==> config.mk <==
export PLATFORM = sky130hd
export DESIGN_NAME = unified_mem_arbiter_flat
export DESIGN_NICKNAME = d
export VERILOG_FILES = /design/src/rtl/unified_mem_arbiter_if.sv /design/src/rtl/unified_mem_arbiter.sv /design/src/flat_wrapper.sv
export SDC_FILE = /design/constraint.sdc
export NUM_CORES = 1
export LEC_CHECK = 0
export CORE_ASPECT_RATIO = 0.5
export CORE_UTILIZATION = 45
export CTS_BUF_LIST = sky130_fd_sc_hd__clkbuf_16
export DETAILED_ROUTE_END_ITERATION = 16
export PLACE_DENSITY_LB_ADDON = 0.1
export SLEW_MARGIN = 20
export SYNTH_ARGS = -nofsm -noshare
export SYNTH_HDL_FRONTEND = slang
export SYNTH_SLANG_ARGS = --single-unit
==> constraint.sdc <==
create_clock -name CLK -period 2.6 [get_ports CLK]
set_input_delay 0.52 -clock CLK [delete_from_list [all_inputs] [get_ports CLK]]
set_output_delay 0.52 -clock CLK [all_outputs]
set_load 0.02 [all_outputs]
==> src/rtl/unified_mem_arbiter_if.sv <==
// unified_mem_arbiter_if
// Groups every handshake and bus signal between the core, the arbiter and the
// single-port unified memory.
//   I_*   : instruction-fetch port (req/addr in, rdata/ack out)
//   D_*   : load/store port (req/we/addr/wdata in, rdata/ack out)
//   M_*   : memory side (req/we/addr/wdata out, rdata/ready in, err out)
//   Stall : freeze line toward the core
// Modports: master = arbiter view, slave = core + memory view.
interface unified_mem_arbiter_if #(
  parameter int ADDR_W = 32,
  parameter int DATA_W = 32
);
  logic              I_req;
  logic [ADDR_W-1:0] I_addr;
  logic [DATA_W-1:0] I_rdata;
  logic              I_ack;
  logic              D_req;
  logic              D_we;
  logic [ADDR_W-1:0] D_addr;
  logic [DATA_W-1:0] D_wdata;
  logic [DATA_W-1:0] D_rdata;
  logic              D_ack;
  logic              M_req;
  logic              M_we;
  logic [ADDR_W-1:0] M_addr;
  logic [DATA_W-1:0] M_wdata;
  logic [DATA_W-1:0] M_rdata;
  logic              M_ready;
  logic              M_err;
  logic              Stall;

  modport master (
    input  I_req, I_addr, D_req, D_we, D_addr, D_wdata, M_rdata, M_ready,
    output I_rdata, I_ack, D_rdata, D_ack, M_req, M_we, M_addr, M_wdata,
           M_err, Stall
  );

  modport slave (
    output I_req, I_addr, D_req, D_we, D_addr, D_wdata, M_rdata, M_ready,
    input  I_rdata, I_ack, D_rdata, D_ack, M_req, M_we, M_addr, M_wdata,
           M_err, Stall
  );
endinterface

==> src/rtl/unified_mem_arbiter.sv <==
// unified_mem_arbiter
// Shares one single-port memory between the fetch port and the data port.
// Data wins collisions, but after MAX_D_STREAK consecutive data grants with a
// fetch waiting, the fetch is served. An access that sees no M_ready for
// TIMEOUT cycles is completed with ERR_DATA and an M_err pulse.
// Ports:
//   CLK   : clock, rising edge
//   RESET : asynchronous active-low reset
//   bus   : unified_mem_arbiter_if.master (core ports, memory ports, Stall)
module unified_mem_arbiter #(
  parameter int              ADDR_W       = 32,
  parameter int              DATA_W       = 32,
  parameter int              MAX_D_STREAK = 4,
  parameter int              TIMEOUT      = 255,
  parameter logic [DATA_W-1:0] ERR_DATA   = 32'hDEADBEEF
) (
  input logic                   CLK,
  input logic                   RESET,
  unified_mem_arbiter_if.master bus
);

  localparam int WAIT_W   = $clog2(TIMEOUT + 1);
  localparam int STREAK_W = $clog2(MAX_D_STREAK + 1);
  localparam logic [WAIT_W-1:0]   TIMEOUT_C = WAIT_W'(TIMEOUT);
  localparam logic [STREAK_W-1:0] STREAK_C  = STREAK_W'(MAX_D_STREAK);

  typedef enum logic [1:0] {IDLE, GNT_I, GNT_D} state_t;

  state_t              state_reg, state_next;
  logic                m_req_reg, m_we_reg, m_err_reg;
  logic [ADDR_W-1:0]   m_addr_reg;
  logic [DATA_W-1:0]   m_wdata_reg;
  logic                i_ack_reg, d_ack_reg;
  logic [DATA_W-1:0]   i_rdata_reg, d_rdata_reg;
  logic [WAIT_W-1:0]   wait_cnt_reg;
  logic [STREAK_W-1:0] streak_reg;

  logic turnaround, i_want, d_want, done, timed_out, grant_i, grant_d;

  // The cycle carrying an ack is a bus turnaround: the acked requester is
  // still dropping its req, so no grant is made until the following cycle.
  assign turnaround = i_ack_reg | d_ack_reg;
  assign i_want     = bus.I_req & ~turnaround;
  assign d_want     = bus.D_req & ~turnaround;

  // M_ready arriving on the timeout cycle is a normal completion.
  assign done      = bus.M_ready | (wait_cnt_reg == TIMEOUT_C);
  assign timed_out = ~bus.M_ready & (wait_cnt_reg == TIMEOUT_C);

  always_comb begin
    state_next = state_reg;
    grant_i    = 1'b0;
    grant_d    = 1'b0;
    case (state_reg)
      IDLE: begin
        if (d_want && (!i_want || streak_reg != STREAK_C)) begin
          grant_d    = 1'b1;
          state_next = GNT_D;
        end else if (i_want) begin
          grant_i    = 1'b1;
          state_next = GNT_I;
        end
      end
      GNT_I, GNT_D: begin
        if (done) state_next = IDLE;
      end
      default: state_next = IDLE;
    endcase
  end

  always_ff @(posedge CLK or negedge RESET) begin
    if (!RESET) begin
      state_reg    <= IDLE;
      m_req_reg    <= 1'b0;
      m_we_reg     <= 1'b0;
      m_addr_reg   <= '0;
      m_wdata_reg  <= '0;
      m_err_reg    <= 1'b0;
      i_ack_reg    <= 1'b0;
      d_ack_reg    <= 1'b0;
      i_rdata_reg  <= '0;
      d_rdata_reg  <= '0;
      wait_cnt_reg <= '0;
      streak_reg   <= '0;
    end else begin
      state_reg <= state_next;
      i_ack_reg <= 1'b0;
      d_ack_reg <= 1'b0;
      m_err_reg <= 1'b0;
      if (grant_i || grant_d) begin
        m_req_reg    <= 1'b1;
        m_we_reg     <= grant_d & bus.D_we;
        m_addr_reg   <= grant_d ? bus.D_addr : bus.I_addr;
        m_wdata_reg  <= grant_d ? bus.D_wdata : '0;
        wait_cnt_reg <= '0;
        // Streak counts data grants that kept a fetch waiting.
        if (grant_i || !bus.I_req)
          streak_reg <= '0;
        else if (streak_reg != STREAK_C)
          streak_reg <= streak_reg + 1'b1;
      end else if (state_reg != IDLE) begin
        if (done) begin
          m_req_reg    <= 1'b0;
          m_we_reg     <= 1'b0;
          m_addr_reg   <= '0;
          m_wdata_reg  <= '0;
          wait_cnt_reg <= '0;
          m_err_reg    <= timed_out;
          if (state_reg == GNT_I) begin
            i_ack_reg   <= 1'b1;
            i_rdata_reg <= timed_out ? ERR_DATA : bus.M_rdata;
          end else begin
            d_ack_reg <= 1'b1;
            if (!m_we_reg)
              d_rdata_reg <= timed_out ? ERR_DATA : bus.M_rdata;
          end
        end else begin
          wait_cnt_reg <= wait_cnt_reg + 1'b1;
        end
      end
    end
  end

  assign bus.M_req   = m_req_reg;
  assign bus.M_we    = m_we_reg;
  assign bus.M_addr  = m_addr_reg;
  assign bus.M_wdata = m_wdata_reg;
  assign bus.M_err   = m_err_reg;
  assign bus.I_ack   = i_ack_reg;
  assign bus.D_ack   = d_ack_reg;
  assign bus.I_rdata = i_rdata_reg;
  assign bus.D_rdata = d_rdata_reg;
  assign bus.Stall   = (bus.I_req & ~i_ack_reg) | (bus.D_req & ~d_ack_reg);

endmodule

==> src/flat_wrapper.sv <==
// flat-port wrapper written by rule: the top's interface ports become plain ports
module unified_mem_arbiter_flat 
#(
  parameter int              ADDR_W       = 32,
  parameter int              DATA_W       = 32,
  parameter int              MAX_D_STREAK = 4,
  parameter int              TIMEOUT      = 255,
  parameter logic [DATA_W-1:0] ERR_DATA   = 32'hDEADBEEF
)
  (CLK, RESET, bus_I_req, bus_I_addr, bus_D_req, bus_D_we, bus_D_addr, bus_D_wdata, bus_M_rdata, bus_M_ready, bus_I_rdata, bus_I_ack, bus_D_rdata, bus_D_ack, bus_M_req, bus_M_we, bus_M_addr, bus_M_wdata, bus_M_err, bus_Stall);
  unified_mem_arbiter_if #(.ADDR_W(ADDR_W), .DATA_W(DATA_W)) bus_i ();
  input logic CLK;
  input logic RESET;
  input wire logic [$bits(bus_i.I_req)-1:0] bus_I_req;
  input wire logic [$bits(bus_i.I_addr)-1:0] bus_I_addr;
  input wire logic [$bits(bus_i.D_req)-1:0] bus_D_req;
  input wire logic [$bits(bus_i.D_we)-1:0] bus_D_we;
  input wire logic [$bits(bus_i.D_addr)-1:0] bus_D_addr;
  input wire logic [$bits(bus_i.D_wdata)-1:0] bus_D_wdata;
  input wire logic [$bits(bus_i.M_rdata)-1:0] bus_M_rdata;
  input wire logic [$bits(bus_i.M_ready)-1:0] bus_M_ready;
  output wire logic [$bits(bus_i.I_rdata)-1:0] bus_I_rdata;
  output wire logic [$bits(bus_i.I_ack)-1:0] bus_I_ack;
  output wire logic [$bits(bus_i.D_rdata)-1:0] bus_D_rdata;
  output wire logic [$bits(bus_i.D_ack)-1:0] bus_D_ack;
  output wire logic [$bits(bus_i.M_req)-1:0] bus_M_req;
  output wire logic [$bits(bus_i.M_we)-1:0] bus_M_we;
  output wire logic [$bits(bus_i.M_addr)-1:0] bus_M_addr;
  output wire logic [$bits(bus_i.M_wdata)-1:0] bus_M_wdata;
  output wire logic [$bits(bus_i.M_err)-1:0] bus_M_err;
  output wire logic [$bits(bus_i.Stall)-1:0] bus_Stall;
  assign bus_i.I_req = bus_I_req;
  assign bus_i.I_addr = bus_I_addr;
  assign bus_i.D_req = bus_D_req;
  assign bus_i.D_we = bus_D_we;
  assign bus_i.D_addr = bus_D_addr;
  assign bus_i.D_wdata = bus_D_wdata;
  assign bus_i.M_rdata = bus_M_rdata;
  assign bus_i.M_ready = bus_M_ready;
  assign bus_I_rdata = bus_i.I_rdata;
  assign bus_I_ack = bus_i.I_ack;
  assign bus_D_rdata = bus_i.D_rdata;
  assign bus_D_ack = bus_i.D_ack;
  assign bus_M_req = bus_i.M_req;
  assign bus_M_we = bus_i.M_we;
  assign bus_M_addr = bus_i.M_addr;
  assign bus_M_wdata = bus_i.M_wdata;
  assign bus_M_err = bus_i.M_err;
  assign bus_Stall = bus_i.Stall;
  unified_mem_arbiter #(.ADDR_W(ADDR_W), .DATA_W(DATA_W), .MAX_D_STREAK(MAX_D_STREAK), .TIMEOUT(TIMEOUT), .ERR_DATA(ERR_DATA)) u_core (.CLK(CLK), .RESET(RESET), .bus(bus_i));
endmodule
# ---- After elaboration in Yosys (flattened, before gate mapping)
# Index checks and enable logic that the tools add are counted.
dict set report word_totals {
  mem_bits_ro 0
  ram_bits 0
  inputBits 134
  regBits 146
  memories 0
  elab_cells 89
  output_inout_bits 134
  latchBits 0
}
dict set report classes {
  bitwise 16
  shifts 0
  n_mux 36
  multipliers 0
  div_mod_pow 0
  n_lt_le_gt_ge 0
  eq_ne 6
  n_reduce_logical 17
  addsub 2
}
# cell count
set ops {}
lappend ops {{32-bit two-way mux} 7}
lappend ops {{8-bit two-way mux} 3}
lappend ops {{1-bit two-way mux} 20}
lappend ops {{8-bit by 1-bit adder with 8-bit output (second input constant)} 1}
lappend ops {{8-bit equality test (second input constant)} 1}
lappend ops {{2-bit nonzero test} 4}
lappend ops {{1-bit NOT} 7}
lappend ops {{1-bit AND} 6}
lappend ops {{2-bit two-way mux} 3}
lappend ops {{3-bit two-way mux} 2}
lappend ops {{2-bit AND reduction} 3}
lappend ops {{5-bit AND reduction} 1}
lappend ops {{2-bit one-hot mux with 2 select lines} 1}
lappend ops {{4-bit AND reduction} 1}
lappend ops {{3-bit by 1-bit adder with 3-bit output (second input constant)} 1}
lappend ops {{1-bit logical OR} 3}
lappend ops {{3-bit by 1-bit inequality test with 1-bit output (second input constant)} 1}
lappend ops {{3-bit inequality test (second input constant)} 1}
lappend ops {{1-bit bitwise OR} 3}
lappend ops {{2-bit by 1-bit equality test with 1-bit output (second input constant)} 1}
lappend ops {{2-bit equality test (second input constant)} 1}
lappend ops {{1-bit zero test} 2}
lappend ops {{2-bit zero test} 1}
lappend ops {{2-bit by 1-bit inequality test with 1-bit output (second input constant)} 1}
lappend ops {{2 further kinds} 2}

# ---- Depth between registers and ports, before layout
dict set report depth {
  depth_word 11
  mapped_depth 9
  depth_no_buf 6
}

# ---- Least setup slack after synthesis
# No wires, ideal clock.
dict set report synth_path {
  path_type {input -> register}
  from {input bus_M_ready}
  to {register u_core.m_addr_reg[15], in the netlist u_core.bus.M_addr[15]}
  stages 7
  t_arrival_ns 1.700
  setup_time_ns 0.126
  n_path_buf 3
  setup_slack_ns 0.774
  t_required_ns 2.474
  path_cell_list {buf_2 nor2_1 a21boi_1 or2_1 buf_6 buf_6 a221o_1}
}
dict set report synth_via {
  elab_chain_len 3
}
# element line
set synth_rtl {}
lappend synth_rtl {{start: declaration} flat_wrapper.sv:21} ;# input wire logic [$bits(bus_i.M_ready)-1:0] bus_M_ready;
lappend synth_rtl {{1-bit bitwise OR} unified_mem_arbiter.sv:47} ;# assign done = bus.M_ready | (wait_cnt_reg == TIMEOUT_C);
lappend synth_rtl {{2-bit nonzero test (no source line)} -}
lappend synth_rtl {{2-bit AND reduction (no source line)} -}
lappend synth_rtl {{end signal: assignment} unified_mem_arbiter.sv:93} ;# m_addr_reg <= grant_d ? bus.D_addr : bus.I_addr;
lappend synth_rtl {{end: declaration} unified_mem_arbiter.sv:31} ;# logic [ADDR_W-1:0] m_addr_reg;
# Every way passes these cells.
# A chain may end at the register's enable or synchronous reset.

# ---- Worst setup path after layout
dict set report layout_path {
  from {input bus_D_req}
  to {output bus_Stall}
}
dict set report layout_via {
  elab_chain_len 2
}
# element line
set layout_rtl {}
lappend layout_rtl {{start: declaration} flat_wrapper.sv:16} ;# input wire logic [$bits(bus_i.D_req)-1:0] bus_D_req;
lappend layout_rtl {{1-bit AND} unified_mem_arbiter.sv:133} ;# assign bus.Stall = (bus.I_req & ~i_ack_reg) | (bus.D_req & ~d_ack_reg);
lappend layout_rtl {{1-bit bitwise OR} unified_mem_arbiter.sv:133}
lappend layout_rtl {{end: declaration} flat_wrapper.sv:31} ;# output wire logic [$bits(bus_i.Stall)-1:0] bus_Stall;
# Every way passes these cells.

==> results.cfg <==
[run_status]
outcome = completed

[synth]
mappedNetlistArea_um2 = 5890
ys_ff_latch = 146
synth.largest_area_cell = dfrtp_1
synthArstFlopShare_pct = 100
ys_types = 39
yosys_most_used_dff = dfrtp_1
syn_inst = 482
yosysTopAreaCellShare_pct = 62.0
synthTopCellsByArea = dfrtp_1, a22o_1, a221o_1
avgSynthCellArea_um2 = 12.2
synth_warnings = 0
ys_seq_area_share_pct = 62.0
synth-edff-count = 0
syn_nets = 621

[floorplanning]
die_height_um = 82.9
pin_count = 268
die_x_um = 164
rows = 29
dieArea_um2 = 13600
initial_core_util_pct = 46.4
core_um2 = 12700

[cells_and_area]
seq_area_um2 = 3650
drive_above_1_share_pct = 7.14
area_delta_synth_final_pct = 58.7
nets = 882
fin_area_um2 = 9340
n_fill_cell = 908
multiInputGateArea_um2 = 1920
n_antenna_cell = 0

[sta]
worst_pin_slew_ps = 619
clock_skew_ps = 11.6
fmax_mhz = 416
setup_viol = 0
finalHoldViolCount = 0
post-route-period-util_pct = 92.6
drv_slew = 0
setup_slack_ps = 193
slew_headroom_pct = 58.7
rsz0062_at_grt = no
fin_crit_ps = 2410
setup_tns_ps = 0

[critical_path]
cp_top_family = buffers and inverters
critPathSlowestCell = clkdlybuf4s50_1
worstPathRequired_ps = 2080
timing.rr.end = u_core.bus.M_addr[24]$_DFFE_PN0P_
timing.rr.start = u_core.state_reg[0]$_DFFE_PN0P_
cp.arrival_ps = 1890
cp-start-kind = primary input
criticalPathCategory = in -> out
critPathBufInv = 3
r2r_cells = 7
critical_path.max_stage_delay_ps = 650
cp-end-kind = output port
critPathMaxFanout = 5
path_cells = clkdlybuf4s50_1 > inv_1 > o22ai_1 > clkdlybuf4s50_1
reg2reg_slack_ps = 360
path_common_cell = clkdlybuf4s50_1

[clocking]
cts_hold_buf = 0
cts_sinks = 146
ctsHtreeMaxLevel = 4
cts_setup_buffers = 0
clk_pin_slew_worst_paths_ps = 60
cts_buffers = 17
cts_tree = yes
root_buffer = clkbuf_16
clk_path_buf_depth = 2
clkLatencyLatePin_ps = 420
ctsResizeCount = 0

[drt]
drtIter0Drc = 376
drt_pre_antenna_iters = 5
m1WireLength_mm = 7.63
antenna_left = 0
wirelength_mm = 17.6
wl_met3_mm = 1.40
drc_errors = 0
wl_met2_mm = 8.32
vias = 5046
via_per_inst = 5.45
wire_per_inst_um = 19.0
top_layer = met4

[global_routing]
grt_max_degree = 68
grt_pass1_wl_mm = 27.9
grt_antenna_before_repair = 0
grt.overflow.total = 0
grt_pass1_vias = 5049
track_usage_pct = 26.8

[placed_design]
io_buffer_count = 267
place.gp.congestion = 0.820
place_hpwl_mm = 11.6
placed_area_um2 = 8770
preCtsSetupSlack_ps = 205

[flow_run]
drv_cap = 0

[worst_hold_path]
hp-class = in -> async

[pwr]
powerDensity_nw_per_um2 = 1290
leakage_uw = 0.00415
vdd_drop_max_mv = 0.711
## metrics by stage
step / util [%] / instances / hold WS (ps) / total power [µW]
finish: 73.6 / 926 / 75.9 / 12100
global route: 73.6 / 926 / 116 / 12700
CTS: 73.6 / 926 / 97.1 / 12100
detailed placement: 69.1 / 894 / 469 / 9700
global placement: 69.1 / 894 / 460 / 9600
floorplan: - / 482 / 224 / 6920
## cell usage in the layout, fill, tap and decap left out, drive strengths merged
cell and count:
nor3 1, or3 2, and4 2, a21oi 30, or2 2, ha 5
and2 2, xnor2 1, nand2 9, a21o 2, a31oi 25, a21boi 2
xor2 1, clkinvlp 1, o21ai 11, and3 33, dfrtp 146, a32o 8
nand3 6, nand3b 1, nor4 1, buf 19, nor2 4, clkbuf 17
clkinv 5, nor2b 2, inv 41, o22ai 1, bufinv 1, a22o 43
and3b 1, a221o 32, or4 3, o31ai 2, nor3b 1, clkdlybuf4s50 266
o31a 1, a2bb2oi 24, nand4 2
## synthesized netlist by cell type (2+ instances only)
master	count
dfrtp_1	146
a22o_1	43
and3_1	33
inv_1	33
a221o_1	32
a21oi_1	30
a31oi_1	25
a2bb2oi_1	24
clkbuf_1	20
buf_2	18
o21ai_0	11
nand2_1	9
a32o_1	8
nand3_1	6
ha_1	5
nor2_1	4
buf_1	3
or4_1	3
a21o_1	2
and2_1	2
and4_1	2
buf_6	2
nand4_1	2
nor2b_1	2
o31ai_1	2
or3_1	2
## power by group
part | internal (µW) | switching, µW
sequential | 3280 | 594
clock | 1350 | 1040
combinational | 2880 | 2920
total | 7510 | 4560
## worst max-delay path by stage
stage	from	to	slack, ps	depth (start not counted)
2_1_floorplan	bus_M_ready	u_core.bus.M_addr[15]$_DFFE_PN0P_	770	7
5_1_grt	bus_D_req	bus_Stall	120	4
3_5_place_dp	bus_D_req	bus_Stall	200	4
6_report	bus_D_req	bus_Stall	190	4
4_1_cts	bus_D_req	bus_Stall	180	4
3_3_place_gp	bus_D_req	bus_Stall	190	4
## metal layers
metal / track usage [%] / vias to the layer above
li1: - / 2349
met1: 35.6 / 2504
met2: 42.1 / 175
met3: 8.74 / 18
met4: 7.49 / 0
met5: 0 / -
## final cells by class
cell class	instances	area share, %
sequential	146	39.1
timing repair buffer	285	30.6
multi-input combinational	260	20.6
clock buffer	17	4.55
tap	170	2.28
clock inverter	15	1.58
inverter	33	1.33
## cells by family after synthesis
kind of cell	Yosys count	share of synthesized area, %
XOR/XNOR	2	0.298
AO/OA/AOI/OAI	181	23.9
AND/OR/NAND/NOR	72	7.18
adder cells (fa/ha/maj)	5	1.06
buffers and inverters	76	5.48
flip-flops	146	62.0
Power figures use the tool's default switching activity.
